File: config.mk
export PLATFORM = sky130hd
export DESIGN_NAME = iir_inverse_mac
export DESIGN_NICKNAME = d
export VERILOG_FILES = /design/src/rtl/iir_pkg.sv /design/src/rtl/iir_inverse_mac_sample_history.sv /design/src/rtl/iir_inverse_mac.sv
export SDC_FILE = /design/constraint.sdc
export NUM_CORES = 1
export LEC_CHECK = 0
export BUFFER_PORTS_ARGS = -buffer_cell sky130_fd_sc_hd__buf_2
export CAP_MARGIN = 5
export CORE_MARGIN = 2
export CORE_UTILIZATION = 62
export CTS_CLUSTER_DIAMETER = 60
export DETAILED_ROUTE_END_ITERATION = 8
export PLACE_DENSITY_LB_ADDON = 0.05
export SLEW_MARGIN = 20
export SYNTH_ARGS = -nofsm -noshare
export SYNTH_HDL_FRONTEND = slang
export SYNTH_SLANG_ARGS = --single-unit
export TNS_END_PERCENT = 10
File: constraint.sdc
create_clock -name clock -period 6.4 [get_ports clock]
set_input_delay 0 -clock clock [delete_from_list [all_inputs] [get_ports clock]]
set_output_delay 0 -clock clock [all_outputs]
set_load 0.1 [all_outputs]
File: src/rtl/iir_pkg.sv
// Shared constants for the eighth-order IIR filter pair (forward filter and its
// inverse): coefficients, word sizes and the inverse-MAC state encoding.
package iir_pkg;

   localparam int ORDER         = 8;
   localparam int WORD_SIZE_IN  = 8;
   localparam int WORD_SIZE_OUT = 18;

   localparam logic [WORD_SIZE_IN-1:0] A1 = 8'd46;
   localparam logic [WORD_SIZE_IN-1:0] A2 = 8'd32;
   localparam logic [WORD_SIZE_IN-1:0] A3 = 8'd17;
   localparam logic [WORD_SIZE_IN-1:0] A4 = 8'd0;
   localparam logic [WORD_SIZE_IN-1:0] A5 = 8'd17;
   localparam logic [WORD_SIZE_IN-1:0] A6 = 8'd32;
   localparam logic [WORD_SIZE_IN-1:0] A7 = 8'd46;
   localparam logic [WORD_SIZE_IN-1:0] A8 = 8'd52;

   localparam logic [WORD_SIZE_IN-1:0] B0 = 8'd7;
   localparam logic [WORD_SIZE_IN-1:0] B1 = 8'd0;
   localparam logic [WORD_SIZE_IN-1:0] B2 = 8'd0;
   localparam logic [WORD_SIZE_IN-1:0] B3 = 8'd0;
   localparam logic [WORD_SIZE_IN-1:0] B4 = 8'd0;
   localparam logic [WORD_SIZE_IN-1:0] B5 = 8'd0;
   localparam logic [WORD_SIZE_IN-1:0] B6 = 8'd0;
   localparam logic [WORD_SIZE_IN-1:0] B7 = 8'd0;
   localparam logic [WORD_SIZE_IN-1:0] B8 = 8'd0;

   typedef enum logic [1:0] {IDLE, MAC, OUT} state_t;

endpackage

File: src/rtl/iir_inverse_mac_sample_history.sv
// Eight-deep history of past output low bytes; index 1 is the most recent.
// Tap-select read port returns hist[i_sel], zero for out-of-range selects.
module sample_history
   import iir_pkg::*;
(
   input  logic                    clock,
   input  logic                    reset,
   input  logic                    i_shift,
   input  logic [WORD_SIZE_IN-1:0] i_din,
   input  logic [3:0]              i_sel,
   output logic [WORD_SIZE_IN-1:0] o_tap
);

   logic [ORDER:1][WORD_SIZE_IN-1:0] r_hist;

   always_ff @(posedge clock) begin
      if (reset)
         r_hist <= '0;
      else if (i_shift)
         r_hist <= {r_hist[ORDER-1:1], i_din};
   end

   always_comb begin
      o_tap = '0;
      for (int i = 1; i <= ORDER; i++)
         if (i_sel == 4'(i)) o_tap = r_hist[i];
   end

endmodule

File: src/rtl/iir_inverse_mac.sv
// Whitening filter for the IIR feedback path: subtracts sum a_k*hist[k] from each
// incoming y using one multiplier over eight cycles, then presents the result.
module iir_inverse_mac
   import iir_pkg::*;
#(
   parameter logic [ORDER:1][WORD_SIZE_IN-1:0] A_COEF = {A8, A7, A6, A5, A4, A3, A2, A1}
) (
   input  logic                     clock,
   input  logic                     reset,
   input  logic                     in_valid,
   output logic                     in_ready,
   input  logic [WORD_SIZE_OUT-1:0] Data_in,
   output logic                     out_valid,
   input  logic                     out_ready,
   output logic [WORD_SIZE_OUT-1:0] Data_out
);

   state_t                   r_state;
   logic [WORD_SIZE_OUT-1:0] r_acc;
   logic [WORD_SIZE_IN-1:0]  r_y_hold;
   logic [3:0]               r_k;
   logic                     r_in_ready;
   logic                     r_out_valid;

   logic [WORD_SIZE_IN-1:0]    w_tap;
   logic [WORD_SIZE_IN-1:0]    w_coef;
   logic [2*WORD_SIZE_IN-1:0]  w_prod;
   logic                       w_shift;

   // History advances only on the output handshake, never while stalled.
   assign w_shift = r_out_valid & out_ready;

   sample_history u_hist (
      .clock  (clock),
      .reset  (reset),
      .i_shift(w_shift),
      .i_din  (r_y_hold),
      .i_sel  (r_k),
      .o_tap  (w_tap)
   );

   always_comb begin
      w_coef = '0;
      for (int i = 1; i <= ORDER; i++)
         if (r_k == 4'(i)) w_coef = A_COEF[i];
   end

   assign w_prod = w_coef * w_tap;

   always_ff @(posedge clock) begin
      if (reset) begin
         r_state     <= IDLE;
         r_acc       <= '0;
         r_y_hold    <= '0;
         r_k         <= 4'd1;
         r_in_ready  <= 1'b1;
         r_out_valid <= 1'b0;
      end else begin
         case (r_state)
            IDLE: if (in_valid) begin
               r_acc      <= Data_in;
               r_y_hold   <= Data_in[WORD_SIZE_IN-1:0];
               r_k        <= 4'd1;
               r_in_ready <= 1'b0;
               r_state    <= MAC;
            end
            MAC: begin
               r_acc <= r_acc - {{(WORD_SIZE_OUT-2*WORD_SIZE_IN){1'b0}}, w_prod};
               if (r_k == 4'(ORDER)) begin
                  r_k         <= 4'd1;
                  r_out_valid <= 1'b1;
                  r_state     <= OUT;
               end else begin
                  r_k <= r_k + 4'd1;
               end
            end
            OUT: if (out_ready) begin
               r_out_valid <= 1'b0;
               r_in_ready  <= 1'b1;
               r_state     <= IDLE;
            end
            default: r_state <= IDLE;
         endcase
      end
   end

   assign in_ready  = r_in_ready;
   assign out_valid = r_out_valid;
   assign Data_out  = r_acc;

endmodule

==> results of run 1 <==
-- metrics by stage --
stage          cells  area [um2]
2_1_floorplan    863        6630
3_3_place_gp    1006        6910
3_5_place_dp    1006        6910
4_1_cts         1042        7300
5_1_grt         1042        7320
6_report        1042        7320
-- worst register-to-register path: stages (launching register included) --
cell      delay, ns
dfxtp_1        0.43
inv_1          0.09
ha_1           0.31
buf_4          0.22
or3_1          0.37
a21oi_2        0.38
inv_2          0.09
nor3_2         0.27
inv_1          0.10
fa_1           0.52
fa_1           0.44
fa_1           0.51
inv_1          0.07
fa_1           0.54
inv_1          0.04
ha_1           0.37
nand2_1        0.21
nor2_1         0.08
a211oi_2       0.36
nor2_1         0.10
mux2_1         0.32
a21oi_1        0.14
-- cell families after synthesis --
family                   Yosys count  synth area share, %
XOR/XNOR                          12                 1.58
AND/OR/NAND/NOR                  324                 20.8
AO/OA/AOI/OAI                    209                 19.5
adder cells (fa/ha/maj)           82                 19.3
flip-flops                        98                 29.6
buffers and inverters            133                 7.74
multiplexers                       5                 1.53
-- synth_stat cells (3+ instances only) --
cell type / instances
xor2_1: 5
ha_1: 48
inv_1: 86
and2_1: 11
mux4_2: 4
nand3b_1: 5
nor2b_1: 7
a211o_1: 4
dfxtp_1: 98
nand2_1: 221
o21ai_0: 20
and3b_1: 3
a21oi_1: 114
fa_1: 34
o21ai_1: 8
clkbuf_1: 34
xnor2_1: 7
nand3_1: 6
nor3_1: 10
a211oi_1: 3
o211ai_1: 6
nor2_1: 42
a22oi_1: 6
buf_2: 8
nand2b_1: 8
or3_1: 4
a21o_1: 8
a31oi_1: 11
-- flip-flops by register name, indices dropped and copies added (netlist names) --
register       cells
r_state            2
in_ready           1
Data_out          18
r_y_hold           8
out_valid          1
u_hist.r_hist     64
r_k                4
-- path summary, 6_finish.rpt --
| check | to | slack, ns | start |
|---|---|---|---|
| worst min-delay path | r_state[1] | 0.34 | reset |
| worst max-delay path | Data_out[13] | 0.40 | r_k[0] |
| worst min register to register | u_hist.r_hist[4] | 0.46 | r_y_hold[4] |
| worst max register to register | Data_out[13] | 0.40 | r_k[0] |
-- layout make-up --
| type | instances | area share (%) |
|---|---|---|
| flip-flops and latches | 98 | 26.8 |
| well taps | 136 | 2.32 |
| clock inverters | 4 | 0.462 |
| clock buffers | 12 | 2.12 |
| inverters | 88 | 4.51 |
| multi-input cells | 632 | 57.1 |
| repair buffers | 72 | 6.67 |
-- per-layer routing --
| metal | global-route usage [%] | routed length, um | up-vias |
|---|---|---|---|
| li1 | - | - | 2925 |
| met1 | 42.5 | 7610 | 2851 |
| met2 | 46.2 | 7480 | 219 |
| met3 | 6.90 | 1190 | 28 |
| met4 | 9.98 | 301 | 0 |
| met5 | 0 | 0 | - |
-- where the power goes --
| group | total (mW) | internal (mW) | switching [mW] |
|---|---|---|---|
| clock | 0.403 | 0.167 | 0.236 |
| sequential | 0.679 | 0.642 | 0.0363 |
| combinational | 1.01 | 0.336 | 0.678 |
-- timing repair --
action / 4_1_cts / 5_1_grt
hold buffers: 20 / 0
setup endpoints to repair: 0 / 8
hold endpoints to repair: 27 / 0
gates resized for setup: 0 / 4
==> run metrics, run 1 <==
CTS H-tree depth 3; Rows 37; Top Ports 42; worst hold path class in -> reg; die width 107 um; Area contributors post-synth dfxtp_1 (30%), nand2_1 (13%), fa_1 (10%); clock buffer depth 2; clock root buffer clkbuf_8; Slew Limit Fails 0; DRT Pass-1 Iters 5; GP Congestion 0.888; Req. time, crit path a little under 7 ns; Max-cap violations 0; DR vias 6023; critical path class reg -> reg; Sequential cell area 1960 um2; CP peak stage delay 0.54 ns; cell count after synthesis 863; largest net degree at the start of global routing 102; RSZ-0062 raised after global routing no; prevailing post-synth register cell dfxtp_1; achievable frequency 0.167 GHz; CP bufs+invs 6; warnings from Yosys 0; worst slew pin tran 1.06 ns; Area Growth Syn to Fin 10.4%; slowest CP cell fa_1; Fin Setup TNS 0 ns; Reg clk slew, reported paths 0.10 ns; number of port buffers 41; CTS Buf Count 9; worst skew pair latency about 0.4 ns; Startpoint Class register; Levels on crit path 21; PwrDens 286 nW/um2; Post-Synthesis Net Count 967; DR WL/cell about 16 um; Finish-stage setup viols 0; DP HPWL approximately 12000 um; register bit total from synthesis 98; CP delay by family, top adder cells; final hold slack 0.339 ns; EDFF count, synth 0; count of final hold-check violations 0; post-synth top area share 29.6%; outcome complete, no violations; Residual DRC 0; Crit. End Element register; DIE AREA 11500 um2; Arr. time, crit path roughly 6.3 ns; vias in the first global route 5754; Total GRT Usage 30.2%; Clock Skew approximately 0.015 ns; ys async rst share 0%; commonest cells after routing, fill and taps aside nand2_1 (220), a21oi_1 (112), dfxtp_1 (98); ratio of cells with drive above 1 in the final layout 9.93%; Mean Syn Cell Area 7.68 um2; Final min period 6.00 ns; post-CTS setup buffers 0; Sink Count 98; WL final between 15000 and 20000 um; Synth cell types 59; fin util 70.6%; setup ws final 0.401 ns; Seq/Total Area, Yosys between 20 and 30%; CORE AREA 10400 um2; Starting Density 63.9%; Hold Path Stages 3; Peak VDD IR 0.000238 V; die height around 110 um; static leakage ~3 nW; first-pass GRT wire length roughly 27000 um; Setup WS pre-CTS about 0.33 ns; Slew headroom about 30%; commonest non-fill, non-tap cell in the layout nand2_1; Worst Reg2Reg Path Length in Cells 21; GRT overflow 0; initial antenna violation count 0; Critical Path Fanout Max 12; Final #Nets 1005; Vias per Instance 5.78; Multi-input gate area 4180 um2; Mapped Area 6630 um2; cell taking the most area after synthesis dfxtp_1; fill count 857; Tcrit/Tclk final 93.7%; Routed Antenna Nets 0; Tot Pwr 2.10 mW; CTS tree done; diode count 0; crit-path cells inv_1 > ha_1 > buf_4 > or3_1 > a21oi_2 > inv_2 > nor3_2 > inv_1 > fa_1 > fa_1 > fa_1 > inv_1 > fa_1 > inv_1 > ha_1 > nand2_1 > nor2_1 > a211oi_2 > nor2_1 > mux2_1 > a21oi_1; DR iter-0 viols 536
Note: power is estimated with default switching activity, not from simulation.
==> inputs of run 2 (changes only) <==
Settings changed: CORE_UTILIZATION 62 to 67.
Clock period 6.4 ns to 7.54 ns, I/O delays scaled along.
==> run 2 against run 1 <==
Register-to-register slack improved by 0.80 ns. Critical path type unchanged. Largest power group unchanged. Total power fell by 16%. Global-route usage rose by 0.76 points. Wire length fell by 5.3%.
==> run metrics, run 2 (synthesis gave the netlist of run 1 again) <==
outcome complete, no violations; count of final hold-check violations 0; Top Ports 42; Max-cap violations 0; setup ws final roughly 1.2 ns; Starting Density between 60% and 70%; GP Congestion 0.921; ratio of cells with drive above 1 in the final layout 8.80%; Rows 36; post-CTS setup buffers 0; Reg clk slew, reported paths about 0.10 ns; fin cells 1031; Sink Count 98; clock root buffer clkbuf_8; vias in the first global route 5549; Worst Reg2Reg Path Length in Cells 21; Clock Skew between 0.01 and 0.015 ns; DR WL/cell around 15 um; commonest non-fill, non-tap cell in the layout nand2_1; CTS Buf Count 9; Vias per Instance 5.73; die height 103 um; DR iter-0 viols around 440; CTS H-tree depth 3; Startpoint Class register; worst skew pair latency ~0.38 ns; Area Growth Syn to Fin 9.17%; Critical Path Fanout Max 28; WL final 15700 um; static leakage between 3 and 4 nW; DRT Pass-1 Iters 5; Slew Limit Fails 0; Final min period roughly 6.3 ns; DR vias 5910; first-pass GRT wire length 26000 um; CORE AREA 9680 um2; commonest cells after routing, fill and taps aside nand2_1 (220), a21oi_1 (114), dfxtp_1 (98); Most flops, register u_hist.r_hist; fill count 760; Hold Path Stages 5; Residual DRC 0; worst slew pin tran just over 1 ns; worst hold path class in -> reg; Sequential cell area 1960 um2; number of port buffers 41; GRT overflow 0; initial antenna violation count 0; Fin Setup TNS 0 ns; critical path class reg -> reg; achievable frequency 0.158 GHz; placed cells around 1000; die width 103 um; Arr. time, crit path 6.67 ns; Req. time, crit path 7.86 ns; Slew headroom 31.1%; Crit. End Element register; Finish-stage setup viols 0; DIE AREA 10700 um2; Routed Antenna Nets 0; Multi-input gate area 4170 um2; PwrDens roughly 240 nW/um2; max reg flops 64; diode count 0; CTS tree done; Final #Nets 997; Setup WS pre-CTS 1.27 ns; largest net degree at the start of global routing 102; Tcrit/Tclk final 84.1%; clock buffer depth 2; RSZ-0062 raised after global routing no; Peak VDD IR about 0.00017 V; DP HPWL 11400 um; Total GRT Usage 31.0%
## run 2: layout make-up
cell class / count / share of cell area (%)
multi-input combinational: 632 / 57.5
sequential: 98 / 27.1
timing repair buffer: 64 / 5.84
inverter: 88 / 4.56
tap: 133 / 2.30
clock buffer: 11 / 1.81
clock inverter: 5 / 0.847
## run 2: through the flow
step | util (%) | area [um2] | total power [mW] | hold WS, ns
2_1_floorplan | - | 6630 | 1.26 | 0.152
3_3_place_gp | 70.9 | 6860 | 1.38 | 0.273
3_5_place_dp | 70.9 | 6860 | 1.40 | 0.280
4_1_cts | 74.7 | 7230 | 1.75 | 0.00822
5_1_grt | 74.8 | 7240 | 1.86 | 0.0515
6_report | 74.8 | 7240 | 1.76 | 0.00340
## run 2: worst max-delay path: stages, from the launching register on
cell      delay, ns
dfxtp_1        0.37
inv_1          0.09
ha_1           0.71
inv_1          0.26
o211ai_1       0.15
o211a_1        0.17
o21ai_1        0.05
a22oi_1        0.38
o21ai_0        0.24
fa_1           0.48
fa_1           0.51
fa_1           0.50
inv_1          0.06
fa_1           0.53
inv_1          0.05
ha_1           0.37
a21oi_1        0.35
a21oi_1        0.14
a211oi_2       0.34
nor2_1         0.09
mux2_1         0.32
a21oi_1        0.13
## run 2: timing repair
action / CTS / global route
endpoints found under the hold margin: 25 / 0
hold buffers: 18 / 0
setup endpoints to repair: 0 / 0
gates resized for setup: 0 / 0
## run 2: final timing paths
check	start	to	slack, ns
setup / recovery	r_k[0]	Data_out[13]	1.20
hold / removal	Data_in[11]	Data_out[11]	0.003
setup reg to reg	r_k[0]	Data_out[13]	1.20
hold reg to reg	r_y_hold[2]	u_hist.r_hist[2]	0.46
## run 2: layer usage
metal	up-vias	wire (um)	global-route usage, %
met3	33	1060	5.51
li1	2907	-	-
met1	2734	7050	43.5
met2	236	7290	48.5
met5	-	0	0
met4	0	306	10.2
## run 2: power by group
part | switching [mW] | total (mW) | leakage [nW] | internal [mW]
Combinational | 0.559 | 0.837 | 2.11 | 0.278
Sequential | 0.0267 | 0.572 | 0.795 | 0.545
Clock | 0.191 | 0.347 | 0.0983 | 0.156
